**config.mk**
```make
export PLATFORM = sky130hd
export DESIGN_NAME = add_num_operand_adder
export DESIGN_NICKNAME = d
export VERILOG_FILES = /design/src/rtl/add_num_pkg.sv /design/src/rtl/add_num_operand_adder.sv
export SDC_FILE = /design/constraint.sdc
export NUM_CORES = 2
export LEC_CHECK = 0
export ABC_AREA = 1
export CAP_MARGIN = 5
export CORE_AREA = 2 2 411 413
export CTS_CLUSTER_DIAMETER = 200
export DETAILED_ROUTE_END_ITERATION = 6
export DIE_AREA = 0 0 413 415
export PLACE_DENSITY = 0.52
export SLEW_MARGIN = 20
export SYNTH_ARGS = -nofsm -noshare
export SYNTH_HDL_FRONTEND = slang
export SYNTH_SLANG_ARGS = --single-unit
```
**constraint.sdc**
```tcl
create_clock -name clk -period 6.6 [get_ports clk]
set_clock_uncertainty 0.15 [all_clocks]
set_input_delay 0.66 -clock clk [delete_from_list [all_inputs] [get_ports clk]]
set_output_delay 0.66 -clock clk [all_outputs]
set_load 0.01 [all_outputs]
```
**src/rtl/add_num_pkg.sv**
```systemverilog
// Shared constants, types and offset helpers for the add-numbers AFU compute stage.
package add_num_pkg;

  localparam int unsigned OPERAND_W = 8;
  localparam int unsigned MAX_PAIRS = 31;
  localparam int unsigned LANE_W    = 16;
  localparam int unsigned LINE_W    = 512;
  localparam int unsigned CNT_W     = 32;
  localparam int unsigned IDX_W     = $clog2(MAX_PAIRS + 1);
  localparam int unsigned OFF_W     = $clog2(LINE_W);
  localparam int unsigned SUM_W     = OPERAND_W + 1;
  localparam int unsigned LEN_W     = LANE_W - 1;
  localparam int unsigned USED_W    = (1 + 2 * MAX_PAIRS) * OPERAND_W;

  typedef enum logic [1:0] {
    IDLE = 2'd0,
    SUM  = 2'd1,
    HOLD = 2'd2
  } t_add_state;

  typedef logic [LANE_W-1:0] t_result_lane;

  // Bit offset of operand a (is_b=0) or b (is_b=1) of a pair; byte0 is the pair count.
  function automatic logic [OFF_W-1:0] operand_off(input logic [IDX_W-1:0] pair,
                                                   input logic is_b);
    return OFF_W'((32'd1 + 32'd2 * 32'(pair) + 32'(is_b)) * OPERAND_W);
  endfunction

  function automatic logic [OFF_W-1:0] lane_off(input logic [IDX_W-1:0] lane);
    return OFF_W'(32'(lane) * LANE_W);
  endfunction

endpackage

```
**src/rtl/add_num_operand_adder.sv**
```systemverilog
// Compute stage: captures one line of packed operand pairs, sums one pair per cycle,
// and offers the result line downstream with valid/ready.
module add_num_operand_adder
  import add_num_pkg::*;
(
  input  logic              clk,
  input  logic              reset,
  input  logic              in_valid,
  output logic              in_ready,
  input  logic [LINE_W-1:0] in_data,
  output logic              out_valid,
  input  logic              out_ready,
  output logic [LINE_W-1:0] out_data,
  output logic              busy,
  output logic [CNT_W-1:0]  lines_done
);

  t_add_state        state, state_nxt;
  logic [LINE_W-1:0] line_q, line_nxt;
  logic [LINE_W-1:0] data_nxt;
  logic [IDX_W-1:0]  idx, idx_nxt;
  logic [IDX_W-1:0]  n_q, n_nxt;
  logic [CNT_W-1:0]  done_nxt;
  logic [7:0]        n_req;
  logic              err;
  logic [IDX_W-1:0]  n_sel;
  logic [SUM_W-1:0]  pair_sum;

  // Byte0 and the bytes past the last possible pair are never read from the captured line.
  logic unused_bits;
  assign unused_bits = ^{line_q[7:0], line_q[LINE_W-1:USED_W]};

  // Next-state, datapath and counter logic
  always_comb begin
    state_nxt = state;
    line_nxt  = line_q;
    data_nxt  = out_data;
    idx_nxt   = idx;
    n_nxt     = n_q;
    done_nxt  = lines_done;
    n_req     = in_data[7:0];
    err       = (n_req > 8'(MAX_PAIRS));
    n_sel     = err ? IDX_W'(MAX_PAIRS) : IDX_W'(n_req);
    pair_sum  = SUM_W'(line_q[operand_off(idx, 1'b0) +: OPERAND_W])
              + SUM_W'(line_q[operand_off(idx, 1'b1) +: OPERAND_W]);

    case (state)
      IDLE: begin
        if (in_valid) begin
          line_nxt              = in_data;
          n_nxt                 = n_sel;
          data_nxt              = '0;
          data_nxt[LANE_W-1:0]  = {err, LEN_W'(n_sel)};
          idx_nxt               = '0;
          state_nxt             = (n_sel != '0) ? SUM : HOLD;
        end
      end
      SUM: begin
        data_nxt[lane_off(IDX_W'(idx + IDX_W'(1))) +: LANE_W] = t_result_lane'(pair_sum);
        idx_nxt = IDX_W'(idx + IDX_W'(1));
        if (idx == IDX_W'(n_q - IDX_W'(1))) begin
          state_nxt = HOLD;
        end
      end
      HOLD: begin
        if (out_ready) begin
          state_nxt = IDLE;
          done_nxt  = lines_done + CNT_W'(1);
        end
      end
      default: state_nxt = IDLE;
    endcase
  end

  // State and registered outputs; handshake flags follow the next state
  always_ff @(posedge clk) begin
    if (reset) begin
      state      <= IDLE;
      line_q     <= '0;
      out_data   <= '0;
      idx        <= '0;
      n_q        <= '0;
      lines_done <= '0;
      in_ready   <= 1'b1;
      out_valid  <= 1'b0;
      busy       <= 1'b0;
    end else begin
      state      <= state_nxt;
      line_q     <= line_nxt;
      out_data   <= data_nxt;
      idx        <= idx_nxt;
      n_q        <= n_nxt;
      lines_done <= done_nxt;
      in_ready   <= (state_nxt == IDLE);
      out_valid  <= (state_nxt == HOLD);
      busy       <= (state_nxt != IDLE);
    end
  end

endmodule
```
==> results.json <==
{
  "status": "completed",
  "clockBufferDepth": 3,
  "synth-edff-count": 0,
  "dr.pass1.iters": 6,
  "grt_use_total_pct": 22.2,
  "cp-start-kind": "register",
  "p_leak_nw": 18.9,
  "clk_pin_slew_worst_paths_ns": 0.06,
  "slew_violations": 0,
  "cp_cell_sequence": "buf_4, buf_4, o21ai_0, o22ai_1, o211ai_1, nand3_1, and2_1, fa_1, nand2_1, nand3_1, nand3_1, nand2_1, nand2_1, nand2_1, nand4_1, nor2_1, nand2_1, a21oi_1",
  "fill_cells": 18198,
  "cts_tree": "yes",
  "start_util_pct": 22.7,
  "gr-total-overflow": 0,
  "max_stage_delay_ns": 0.84,
  "crit_path_end_kind": "register",
  "postCtsSetupBuffers": 0,
  "hold_viol": 0,
  "die_area_um2": 171000,
  "routed_wl_mm": 200,
  "finalSetupViolations": 0,
  "cts_max_level": 3,
  "syn-cell-area_um2": 37800,
  "area_growth_pct": 34.7,
  "critPathMostFrequentCell": "nand2_1",
  "rr_worst_depth": 18,
  "synthTopCellsByArea": "dfxtp_1 45%, nor2_1 14%, o21ai_0 10%",
  "numPortBuffers": 839,
  "peakVddDrop_mv": 0.250,
  "setup_tns_ns": 0,
  "final_util_pct": 30.5,
  "critPathTopFamily": "simple AND/OR/NAND/NOR gates",
  "grt_max_degree": 211,
  "arrival_ns": 6.01,
  "path_max_fanout": 43,
  "clkSinkCount": 848,
  "dpl.hpwl_mm": 149,
  "place_congestion": 0.877,
  "avgSynthCellArea_um2": 7.10,
  "core_area_um2": 167000,
  "worstSkewPairLatency_ns": 0.73,
  "root_buffer": "clkbuf_16",
  "crit_buf_inv": 2,
  "max_slew.worst_pin.slew_ns": 1.31,
  "dr.first_iter.drc_count": 3323,
  "yosys_warnings": 0,
  "grt_pass1_vias": 36976,
  "vias": 38894,
  "holdPathStages": 2,
  "ys_types": 47,
  "fin_nets": 6487,
  "powerDensity_nw_per_um2": 275,
  "crit_slowest_cell": "nand2_1",
  "multiInputGateArea_um2": 18100,
  "die_h_um": 415,
  "hp-class": "in -> reg",
  "synthTopCellsByCount": "1368 x nor2_1, 848 x dfxtp_1, 761 x o21ai_0, 680 x nand2_1, 345 x a21oi_1",
  "finalCritPeriodShare_pct": 84.0,
  "holdBufCountCts": 0,
  "synth_cells": 5319,
  "fp-row-count": 150,
  "final_antenna_net_count": 0,
  "crit_cells": 18,
  "antenna_found_initial": 88,
  "cts_buffers": 104,
  "post_cts_resized": 0,
  "ys_seq_area_share_pct": 44.9,
  "synth_ff_type": "dfxtp_1",
  "finalCriticalPeriod_ns": 5.54,
  "synth.ff_latch_count": 848,
  "clock.fmax_mhz": 180,
  "worstPathRequired_ns": 7.07,
  "yosysMostFrequentCell": "nor2_1",
  "relSlewSlack_pct": 12.3,
  "critPathKind": "reg -> reg",
  "synth_top_area_share_pct": 44.9,
  "io_pins": 1063,
  "rsz0062_at_grt": "no",
  "wl_per_cell_um": 24.2,
  "ys_async_sr_fraction_pct": 0,
  "post-route-drc-count": 0,
  "synth_top_cell_by_area": "dfxtp_1",
  "grt_pass1_wl_mm": 275,
  "via_per_inst": 4.71,
  "register_area_um2": 17000,
  "die_w_um": 413,
  "drive_gt1_share_pct": 5.15,
  "maxCapViolCount": 0
}
-- per-layer routing --
metal  wire [um]  up-vias  share of wire (%)  GRT usage [%]
li1            -    18427                  -              -
met1       79200    18369                 40           26.6
met2       94700     1638                 47           37.3
met3       17600      384                8.8           6.57
met4        7610       76                3.8           8.37
met5         474        -               0.24              0
-- logic make-up after synthesis --
group	share of synthesized area, %
XOR/XNOR	0.464
adder cells (fa/ha/maj)	0.517
other	0.00993
buffers and inverters	9.49
flip-flops	44.9
AND/OR/NAND/NOR	26.7
AO/OA/AOI/OAI	17.8
-- metrics by stage --
stage          hold WS [ns]  area [um2]  power [W]  setup slack, ns  instances
5_1_grt              0.0960       50800     0.0146            0.713       8246
3_5_place_dp          0.305       47300    0.00814             1.06       8054
6_report              0.129       50900     0.0140             1.06       8259
3_3_place_gp          0.300       47300    0.00813             1.05       8054
2_1_floorplan         0.299       38600    0.00695             2.06       5541
4_1_cts              0.0680       50800     0.0142             1.01       8241
-- cell usage in the layout (no fill, tap or decap), types with 5 or more instances in the layout --
cell type	netlist	routed
dfxtp_1	848	844
a31oi_1	6	6
clkinv_2	1	14
nor3_4	6	6
o21ai_0	761	761
o21a_1	7	7
xnor2_1	9	9
nand2_1	680	679
inv_2	10	8
nor2_1	1368	1365
conb_1	1	223
clkbuf_16	0	105
a21oi_1	345	345
nand3_2	7	7
clkbuf_1	302	20
clkbuf_8	0	27
xor2_1	11	10
nor2_2	11	13
buf_12	0	10
o2111ai_1	32	32
clkdlybuf4s50_1	0	838
nor2_4	17	18
bufinv_16	0	8
o221ai_1	6	6
nand3_1	260	259
nand4_1	35	35
inv_1	114	112
nand2_2	9	9
o22ai_1	81	81
o211ai_1	32	32
diode_2	0	18
nor3_1	31	31
clkinv_1	7	5
ha_1	14	13
clkinvlp_4	0	7
nand2_4	6	7
buf_4	227	41
and2_1	5	5
-- flip-flops by register name (all words and copies together), names as in the netlist --
| name | count |
|---|---|
| line_q | 512 |
| out_data | 289 |
| lines_done | 32 |
| idx | 5 |
| n_q | 5 |
| state | 2 |
| busy | 1 |
| in_ready | 1 |
| out_valid | 1 |
-- path summary, 6_finish.rpt --
path	startpoint	end	slack, ns
worst max-delay path	idx[0]$_SDFFE_PP0P_	out_data[246]$_SDFFE_PP0P_	1.06
worst min-delay path	reset	lines_done[19]$_SDFFE_PP0P_	0.13
worst max register to register	idx[0]$_SDFFE_PP0P_	out_data[246]$_SDFFE_PP0P_	1.06
worst min register to register	out_data[84]$_SDFFE_PP0P_	out_data[84]$_SDFFE_PP0P_	0.31
-- cell type report --
class,count,area share (%)
multi-input combinational,3980,35.6
sequential,848,33.4
timing repair buffer,890,17.5
clock buffer,152,6.04
tap,2204,5.42
inverter,132,1.03
clock inverter,35,0.900
antenna,18,0.0885
-- report_power, final --
| part | switching (W) | internal (W) |
|---|---|---|
| Sequential | 0.000193 | 0.00541 |
| Combinational | 0.00167 | 0.000758 |
| Clock | 0.00243 | 0.00354 |
| Total | 0.00430 | 0.00970 |
Note: power is estimated with default switching activity, not from simulation.
